===== src/rtl/cpu_types_pkg.sv =====
`default_nettype none
// ============================================================================
// Module   : cpu_types_pkg
// Purpose  : Shared CPU types: word_t, RAM handshake state, arbiter states.
// Revision : 1.0
// ============================================================================
package cpu_types_pkg;

  localparam int WORD_W = 32;

  typedef logic [WORD_W-1:0] word_t;

  typedef enum logic [1:0] {
    FREE   = 2'b00,
    BUSY   = 2'b01,
    ACCESS = 2'b10,
    ERROR  = 2'b11
  } ramstate_t;

  typedef enum logic [1:0] {
    IDLE = 2'b00,
    IGNT = 2'b01,
    DGNT = 2'b10
  } arb_state_t;

  typedef enum logic {
    GNT_I = 1'b0,
    GNT_D = 1'b1
  } port_t;

endpackage
`default_nettype wire


===== src/rtl/mem_arbiter_if.sv =====
`default_nettype none
// ============================================================================
// Module   : mem_arbiter_if
// Purpose  : Cache-side and RAM-side bundle of the icache/dcache RAM arbiter.
// Revision : 1.0
// ============================================================================
interface mem_arbiter_if
  import cpu_types_pkg::*;
#(
  parameter int ADDR_W = 32,
  parameter int DATA_W = 32
);
  logic              iREN;
  logic [ADDR_W-1:0] iaddr;
  logic              iwait;
  logic [DATA_W-1:0] iload;

  logic              dREN;
  logic              dWEN;
  logic [ADDR_W-1:0] daddr;
  logic [DATA_W-1:0] dstore;
  logic              dwait;
  logic [DATA_W-1:0] dload;

  logic              ramREN;
  logic              ramWEN;
  logic [ADDR_W-1:0] ramaddr;
  logic [DATA_W-1:0] ramstore;
  logic [DATA_W-1:0] ramload;
  ramstate_t         ramstate;

  modport slave (
    input  iREN, iaddr, dREN, dWEN, daddr, dstore, ramload, ramstate,
    output iwait, iload, dwait, dload, ramREN, ramWEN, ramaddr, ramstore
  );

  modport master (
    output iREN, iaddr, dREN, dWEN, daddr, dstore, ramload, ramstate,
    input  iwait, iload, dwait, dload, ramREN, ramWEN, ramaddr, ramstore
  );
endinterface
`default_nettype wire


===== src/rtl/mem_arbiter.sv =====
`default_nettype none
// ============================================================================
// Module   : mem_arbiter
// Purpose  : Single-port RAM arbiter for icache/dcache, grant held until ACCESS.
//            ARB_RR_EN selects round-robin; otherwise dcache has fixed priority.
// Revision : 1.0
// ============================================================================
module mem_arbiter
  import cpu_types_pkg::*;
#(
  parameter int ADDR_W = 32,
  parameter int DATA_W = 32
) (
  input  logic         CLK,
  input  logic         RST,
  mem_arbiter_if.slave bus
);

  arb_state_t        r_state;
  arb_state_t        w_next_state;
  logic              w_dreq;
  logic              w_pick_d;
  logic              w_iwait;
  logic              w_dwait;
  logic              w_ren;
  logic              w_wen;
  logic [ADDR_W-1:0] w_ramaddr;
  logic [DATA_W-1:0] w_ramstore;

  assign w_dreq = bus.dREN | bus.dWEN;

`ifdef ARB_RR_EN
  port_t r_last_grant;

  always_ff @(posedge CLK) begin
    if (RST) begin
      r_last_grant <= GNT_I;
    end else if (!w_iwait) begin
      r_last_grant <= GNT_I;
    end else if (!w_dwait) begin
      r_last_grant <= GNT_D;
    end
  end
`endif

  // Decides only whether the dcache wins an arbitration made in IDLE.
  always_comb begin
    w_pick_d = w_dreq;
`ifdef ARB_RR_EN
    if (w_dreq && bus.iREN) begin
      w_pick_d = (r_last_grant == GNT_I);
    end
`endif
  end

  always_ff @(posedge CLK) begin
    if (RST) begin
      r_state <= IDLE;
    end else begin
      r_state <= w_next_state;
    end
  end

  always_comb begin
    w_next_state = r_state;
    w_iwait      = 1'b1;
    w_dwait      = 1'b1;
    w_ren        = 1'b0;
    w_wen        = 1'b0;
    w_ramaddr    = '0;
    w_ramstore   = '0;
    case (r_state)
      IDLE: begin
        if (w_dreq && w_pick_d) begin
          w_next_state = DGNT;
        end else if (bus.iREN) begin
          w_next_state = IGNT;
        end
      end
      IGNT: begin
        w_ren     = 1'b1;
        w_ramaddr = bus.iaddr;
        if (!bus.iREN) begin
          w_next_state = IDLE;
        end else if (bus.ramstate == ACCESS) begin
          w_iwait      = 1'b0;
          w_next_state = IDLE;
        end
      end
      DGNT: begin
        w_ramaddr = bus.daddr;
        if (bus.dWEN) begin
          w_wen      = 1'b1;
          w_ramstore = bus.dstore;
        end else begin
          w_ren = 1'b1;
        end
        // A withdrawn request abandons the grant even if the RAM answers now.
        if (!w_dreq) begin
          w_next_state = IDLE;
        end else if (bus.ramstate == ACCESS) begin
          w_dwait      = 1'b0;
          w_next_state = IDLE;
        end
      end
      default: begin
        w_next_state = IDLE;
      end
    endcase
  end

  assign bus.iwait    = w_iwait;
  assign bus.dwait    = w_dwait;
  assign bus.iload    = bus.ramload;
  assign bus.dload    = bus.ramload;
  assign bus.ramREN   = w_ren;
  assign bus.ramWEN   = w_wen;
  assign bus.ramaddr  = w_ramaddr;
  assign bus.ramstore = w_ramstore;

endmodule
`default_nettype wire

===== src/flat_wrapper.sv =====
// flat-port wrapper written by rule: the top's interface ports become plain ports
module mem_arbiter_flat import cpu_types_pkg::*;
#(
  parameter int ADDR_W = 32,
  parameter int DATA_W = 32
)
  (CLK, RST, bus_iREN, bus_iaddr, bus_dREN, bus_dWEN, bus_daddr, bus_dstore, bus_ramload, bus_ramstate, bus_iwait, bus_iload, bus_dwait, bus_dload, bus_ramREN, bus_ramWEN, bus_ramaddr, bus_ramstore);
  mem_arbiter_if #(.ADDR_W(ADDR_W), .DATA_W(DATA_W)) bus_i ();
  input  logic CLK;
  input  logic RST;
  input wire logic [$bits(bus_i.iREN)-1:0] bus_iREN;
  input wire logic [$bits(bus_i.iaddr)-1:0] bus_iaddr;
  input wire logic [$bits(bus_i.dREN)-1:0] bus_dREN;
  input wire logic [$bits(bus_i.dWEN)-1:0] bus_dWEN;
  input wire logic [$bits(bus_i.daddr)-1:0] bus_daddr;
  input wire logic [$bits(bus_i.dstore)-1:0] bus_dstore;
  input wire logic [$bits(bus_i.ramload)-1:0] bus_ramload;
  input wire logic [$bits(bus_i.ramstate)-1:0] bus_ramstate;
  output wire logic [$bits(bus_i.iwait)-1:0] bus_iwait;
  output wire logic [$bits(bus_i.iload)-1:0] bus_iload;
  output wire logic [$bits(bus_i.dwait)-1:0] bus_dwait;
  output wire logic [$bits(bus_i.dload)-1:0] bus_dload;
  output wire logic [$bits(bus_i.ramREN)-1:0] bus_ramREN;
  output wire logic [$bits(bus_i.ramWEN)-1:0] bus_ramWEN;
  output wire logic [$bits(bus_i.ramaddr)-1:0] bus_ramaddr;
  output wire logic [$bits(bus_i.ramstore)-1:0] bus_ramstore;
  assign bus_i.iREN = bus_iREN;
  assign bus_i.iaddr = bus_iaddr;
  assign bus_i.dREN = bus_dREN;
  assign bus_i.dWEN = bus_dWEN;
  assign bus_i.daddr = bus_daddr;
  assign bus_i.dstore = bus_dstore;
  assign bus_i.ramload = bus_ramload;
  assign bus_i.ramstate = bus_ramstate;
  assign bus_iwait = bus_i.iwait;
  assign bus_iload = bus_i.iload;
  assign bus_dwait = bus_i.dwait;
  assign bus_dload = bus_i.dload;
  assign bus_ramREN = bus_i.ramREN;
  assign bus_ramWEN = bus_i.ramWEN;
  assign bus_ramaddr = bus_i.ramaddr;
  assign bus_ramstore = bus_i.ramstore;
  mem_arbiter #(.ADDR_W(ADDR_W), .DATA_W(DATA_W)) u_core (.CLK(CLK), .RST(RST), .bus(bus_i));
endmodule

===== config.mk =====
export PLATFORM = sky130hd
export DESIGN_NAME = mem_arbiter_flat
export DESIGN_NICKNAME = d
export VERILOG_FILES = /design/src/rtl/cpu_types_pkg.sv /design/src/rtl/mem_arbiter_if.sv /design/src/rtl/mem_arbiter.sv /design/src/flat_wrapper.sv
export SDC_FILE = /design/constraint.sdc
export NUM_CORES = 1
export LEC_CHECK = 0
export ABC_AREA = 1
export CAP_MARGIN = 15
export CORE_AREA = 3 3 103 105
export DETAILED_ROUTE_END_ITERATION = 6
export DIE_AREA = 0 0 106 108
export SLEW_MARGIN = 20
export SYNTH_ARGS = -nofsm -noshare
export SYNTH_HDL_FRONTEND = slang
export SYNTH_SLANG_ARGS = --single-unit

===== constraint.sdc =====
create_clock -name CLK -period 2.9 [get_ports CLK]
set_input_delay 0.87 -clock CLK [delete_from_list [all_inputs] [get_ports CLK]]
set_output_delay 0.87 -clock CLK [all_outputs]
set_load 0.005 [all_outputs]

Word-level counts from Yosys, hierarchy flattened
Cells that the tools add are included.

word-level totals
  register bits = 2
  input port bits = 135
  output and inout port bits = 132
  logic and storage cells = 25

cells by class
  eq/ne operators = 4
  multiplexer cells = 18
  bitwise operators = 1
  reductions and logical operators = 1

operators by type and width
  kind                                                              number
  32-bit 2-to-1 mux                                                 2
  32-bit case mux with 2 select lines                               1
  2-bit 2-to-1 mux                                                  5
  1-bit 2-to-1 mux                                                  8
  2-bit case mux with 3 select lines                                1
  2-bit == test (second input constant)                             2
  3-bit by 2-bit != test with 1-bit output (second input constant)  1
  2-bit by 1-bit == test with 1-bit output (second input constant)  1
  2-bit zero test                                                   1
  1-bit case mux with 2 select lines                                1
  1-bit OR                                                          1

Logic depth before layout (Yosys ltp)
  depth in word-level cells = 4
  mapped depth = 9
  mapped depth without buffers = 8

Worst setup path after synthesis
OpenSTA, ideal clock, no wires.

  kind = input to output
  start point = input bus_dWEN
  end point = output bus_ramstore[22]
  arrival time = 1.243 ns
  required time = 2.030 ns
  path slack = 0.787 ns
  stages = 3
  path buffers = 1
  cells stage by stage = nand2_1 buf_2 nor2_1

on the way
  cells in the longest elaborated chain, start to end = 2

RTL lines
  what               line                RTL
  from (decl)        flat_wrapper.sv:14  input wire logic [$bits(bus_i.dWEN)-1:0] bus_dWEN;
  32-bit 2-to-1 mux  mem_arbiter.sv:92   if (bus.dWEN) begin
  32-bit 2-to-1 mux  mem_arbiter.sv:72   case (r_state)
  to (decl)          flat_wrapper.sv:26  output wire logic [$bits(bus_i.ramstore)-1:0] bus_ramstore;

Every way passes these cells.

Worst setup path after layout
  start point = input bus_dstore[7]
  end point = output bus_ramstore[7]

on the way
  cells in the longest elaborated chain, start to end = 2

RTL lines
  what               line                RTL
  from (decl)        flat_wrapper.sv:16  input wire logic [$bits(bus_i.dstore)-1:0] bus_dstore;
  32-bit 2-to-1 mux  mem_arbiter.sv:92
  32-bit 2-to-1 mux  mem_arbiter.sv:72

Every way passes these cells.

==> key figures <==
Cells and area
  – Top Registers: u_core.r_state: 2 flops
  – Final net count: 523
  – Area growth, synth to finish: 101%
  – Max reg flops: 2
  – Layout cells sized above 1: 0.0393
  – Most flop-heavy register: u_core.r_state
  – Inserted Diodes: 0
  – Fill cell count: 1106
  – Cell area after layout: 2860 µm²

Synthesis
  – Yosys top cell area share: 0.359
  – Most common cell in the netlist: nand2_1
  – Post-synth cell types: 11
  – EDFF count, synth: 0
  – Post-synthesis register bit count: 2
  – Mapped Cells: 277
  – Fraction of registers with async set/reset: 0
  – Syn Nets: 416
  – Largest cells by area after synthesis: buf_4, nand2_1, a21oi_1
  – Top_reg_cell synth: dfxtp_1
  – Post-Syn Area: 1420 µm²
  – Yosys warns: 0
  – Post-synth top cells: nand2_1, buf_4, inv_1, nor2_1, a21oi_1
  – Post-Syn Area per Cell: 5.13 µm²
  – Leading area contributor after synthesis: buf_4
  – Register area share after synthesis: 0.0282

Die
  – Rows: 36
  – Core area: 9730 µm²
  – Die ar.: 11400 µm²
  – Die height: 108 µm
  – Io pins: 267
  – Initial Util: 0.146
  – Die width: 106 µm

STA
  – Final setup viols: 0
  – Pins over their slew limit: 0
  – Fmax achieved: 352 MHz
  – PnR worst setup slack: 0.0558 ns
  – Max transition margin: 0.770
  – Min Tclk post-route: 2.84 ns
  – RSZ-0062 raised after global routing: false
  – Tcrit/Tclk final: 0.981
  – Fin. Hold Viols: 0
  – Setup Skew: 0.00242 ns
  – Worst-Margin Slew: 0.345 ns

Drt
  – Via count: 1918
  – DRC: 0
  – First-pass DRT Iterations: 4
  – Wirelength per Cell: 11.7 µm
  – Post-DR vias/cell: 3.72
  – Post-route ant nets: 0
  – DRT iter0 DRCs: 61
  – Total wire length: 6050 µm

Critical path
  – Worst R2R Path Depth: 9
  – CP Launch Type: primary input
  – Worst Setup End Kind: output pin
  – Kind of critical path: in2out
  – CP required: 2.03 ns
  – R2R Setup Slk: 1.36 ns
  – R2r startpoint: u_core.r_state[0]
  – Critical Path AT: 1.97 ns
  – Crit Path Max Fanout: 1
  – Reg-to-reg endpoint: u_core.r_state[0]

Power and ir drop
  – Leak: 1.45 nW
  – Worst VDD drop: 0.0782 mV
  – Pwr/cell area: 183 nW/µm²

Placed design
  – Number of port buffers: 170
  – Area after DPL: 2820 µm²
  – Placer congestion estimate: 0.742
  – DP Wirelength: 5050 µm
  – Pre-CTS WS: -0.249 ns

Min path
  – Hold Crit Class: reg2reg
  – Cell depth of the worst hold path: 2
  – Min-delay src: u_core.r_state[1]
  – Min-Delay Endpoint: u_core.r_state[1]

Run status
  – Status: finished clean

Global route
  – Congestion Overflow GR: 0
  – GRT Util Overall: 0.0946
  – First-pass GRT wire length: 8710 µm
  – Largest net degree at the start of global routing: 36
  – Initial antenna violation count: 0
  – Number of global-route vias before repair: 1871

Clocking
  – CTS clk-pin slew, worst paths: 0.03 ns
  – H-tree lvl count: 1
  – CTS max path bufs: 2
  – Num Clock Sinks: 2
  – CTS tree: done
  – Total CTS buffers: 3
  – Post-CTS setup buffers: 0
  – Worst-skew pair later-pin latency: 0.22 ns
  – Clk root buf: clkbuf_8

Run
  – Max-Cap Viols: 0
-- power breakdown --
group          switching (mW)  internal (mW)  total [mW]
clock network          0.0258         0.0881       0.114
logic                   0.151          0.224       0.375
registers             0.00285         0.0303      0.0332
total                   0.180          0.342       0.522
-- cell type report --
cell class / instances / area, µm² / share of cell area
Multi-Input combinational cell: 158 / 682 / 0.239
Tap cell: 133 / 166 / 0.0583
Clock buffer: 3 / 41.3 / 0.0145
Sequential cell: 2 / 40.0 / 0.0140
Timing Repair Buffer: 180 / 1780 / 0.623
Inverter: 39 / 146 / 0.0512
-- worst max-delay path, cell delays in order --
cell and delay [ns]:
clkdlybuf4s50_1 0.46, inv_1 0.04, nor2_1 0.09, clkdlybuf4s50_1 0.51
-- layer usage --
layer	vias to the layer above	wire, µm	global-route usage
li1	964	-	-
met1	781	2100	0.0884
met2	143	2790	0.170
met3	30	902	0.0442
met4	0	260	0.0555
met5	-	0	0
-- placed cells by master (no fill, tap or decap) --
master,synthesis,routed
a21oi_1,35,35
buf_12,0,2
buf_16,0,1
buf_4,68,6
buf_6,0,1
clkbuf_8,0,3
clkdlybuf4s15_1,0,3
clkdlybuf4s50_1,0,119
dfxtp_1,2,2
dlygate4sd2_1,0,44
dlymetal6s2s_1,0,4
ha_1,4,4
inv_1,39,39
nand2_1,77,76
nand2_2,0,1
nand3_1,3,3
nor2_1,38,37
nor2_2,0,1
o21ai_0,1,1
-- worst max path at each step --
stage	from	endpoint	slack [ns]
finish	bus_dstore[7]	bus_ramstore[7]	0.06
global route	bus_dWEN	bus_ramstore[8]	0.001
CTS	bus_iaddr[26]	bus_ramaddr[26]	0.0004
detailed placement	bus_dWEN	bus_ramstore[11]	-0.25
global placement	bus_dWEN	bus_ramstore[12]	-0.24
floorplan	bus_dWEN	bus_ramstore[22]	0.79
-- repair_timing --
action	CTS	global route
gates resized for setup	51	7
gates cloned	1	0
hold buffers	0	0
endpoints found under the setup margin	65	8
pin swaps	0	2
-- through the flow --
stage / hold WS (ns) / power (mW) / TNS, ns / util / instances
detailed placement: 0.507 / 0.426 / -7.80 / 0.290 / 511
global placement: 0.493 / 0.423 / -7.66 / 0.290 / 511
finish: 0.512 / 0.522 / 0 / 0.294 / 515
CTS: 0.512 / 0.531 / 0 / 0.292 / 515
global route: 0.544 / 0.562 / 0 / 0.294 / 515
floorplan: 0.470 / 0.231 / 0 / - / 277
-- kinds of logic (layout without fill, tap and decap cells) --
logic type	Yosys count	count (layout)	share of synthesized area
simple gates	118	118	0.315
flops	2	2	0.0282
buf+inv	117	222	0.495
compound gates	36	36	0.127
fa+ha+maj	4	4	0.0352
Note: power is estimated with default switching activity, not from simulation.
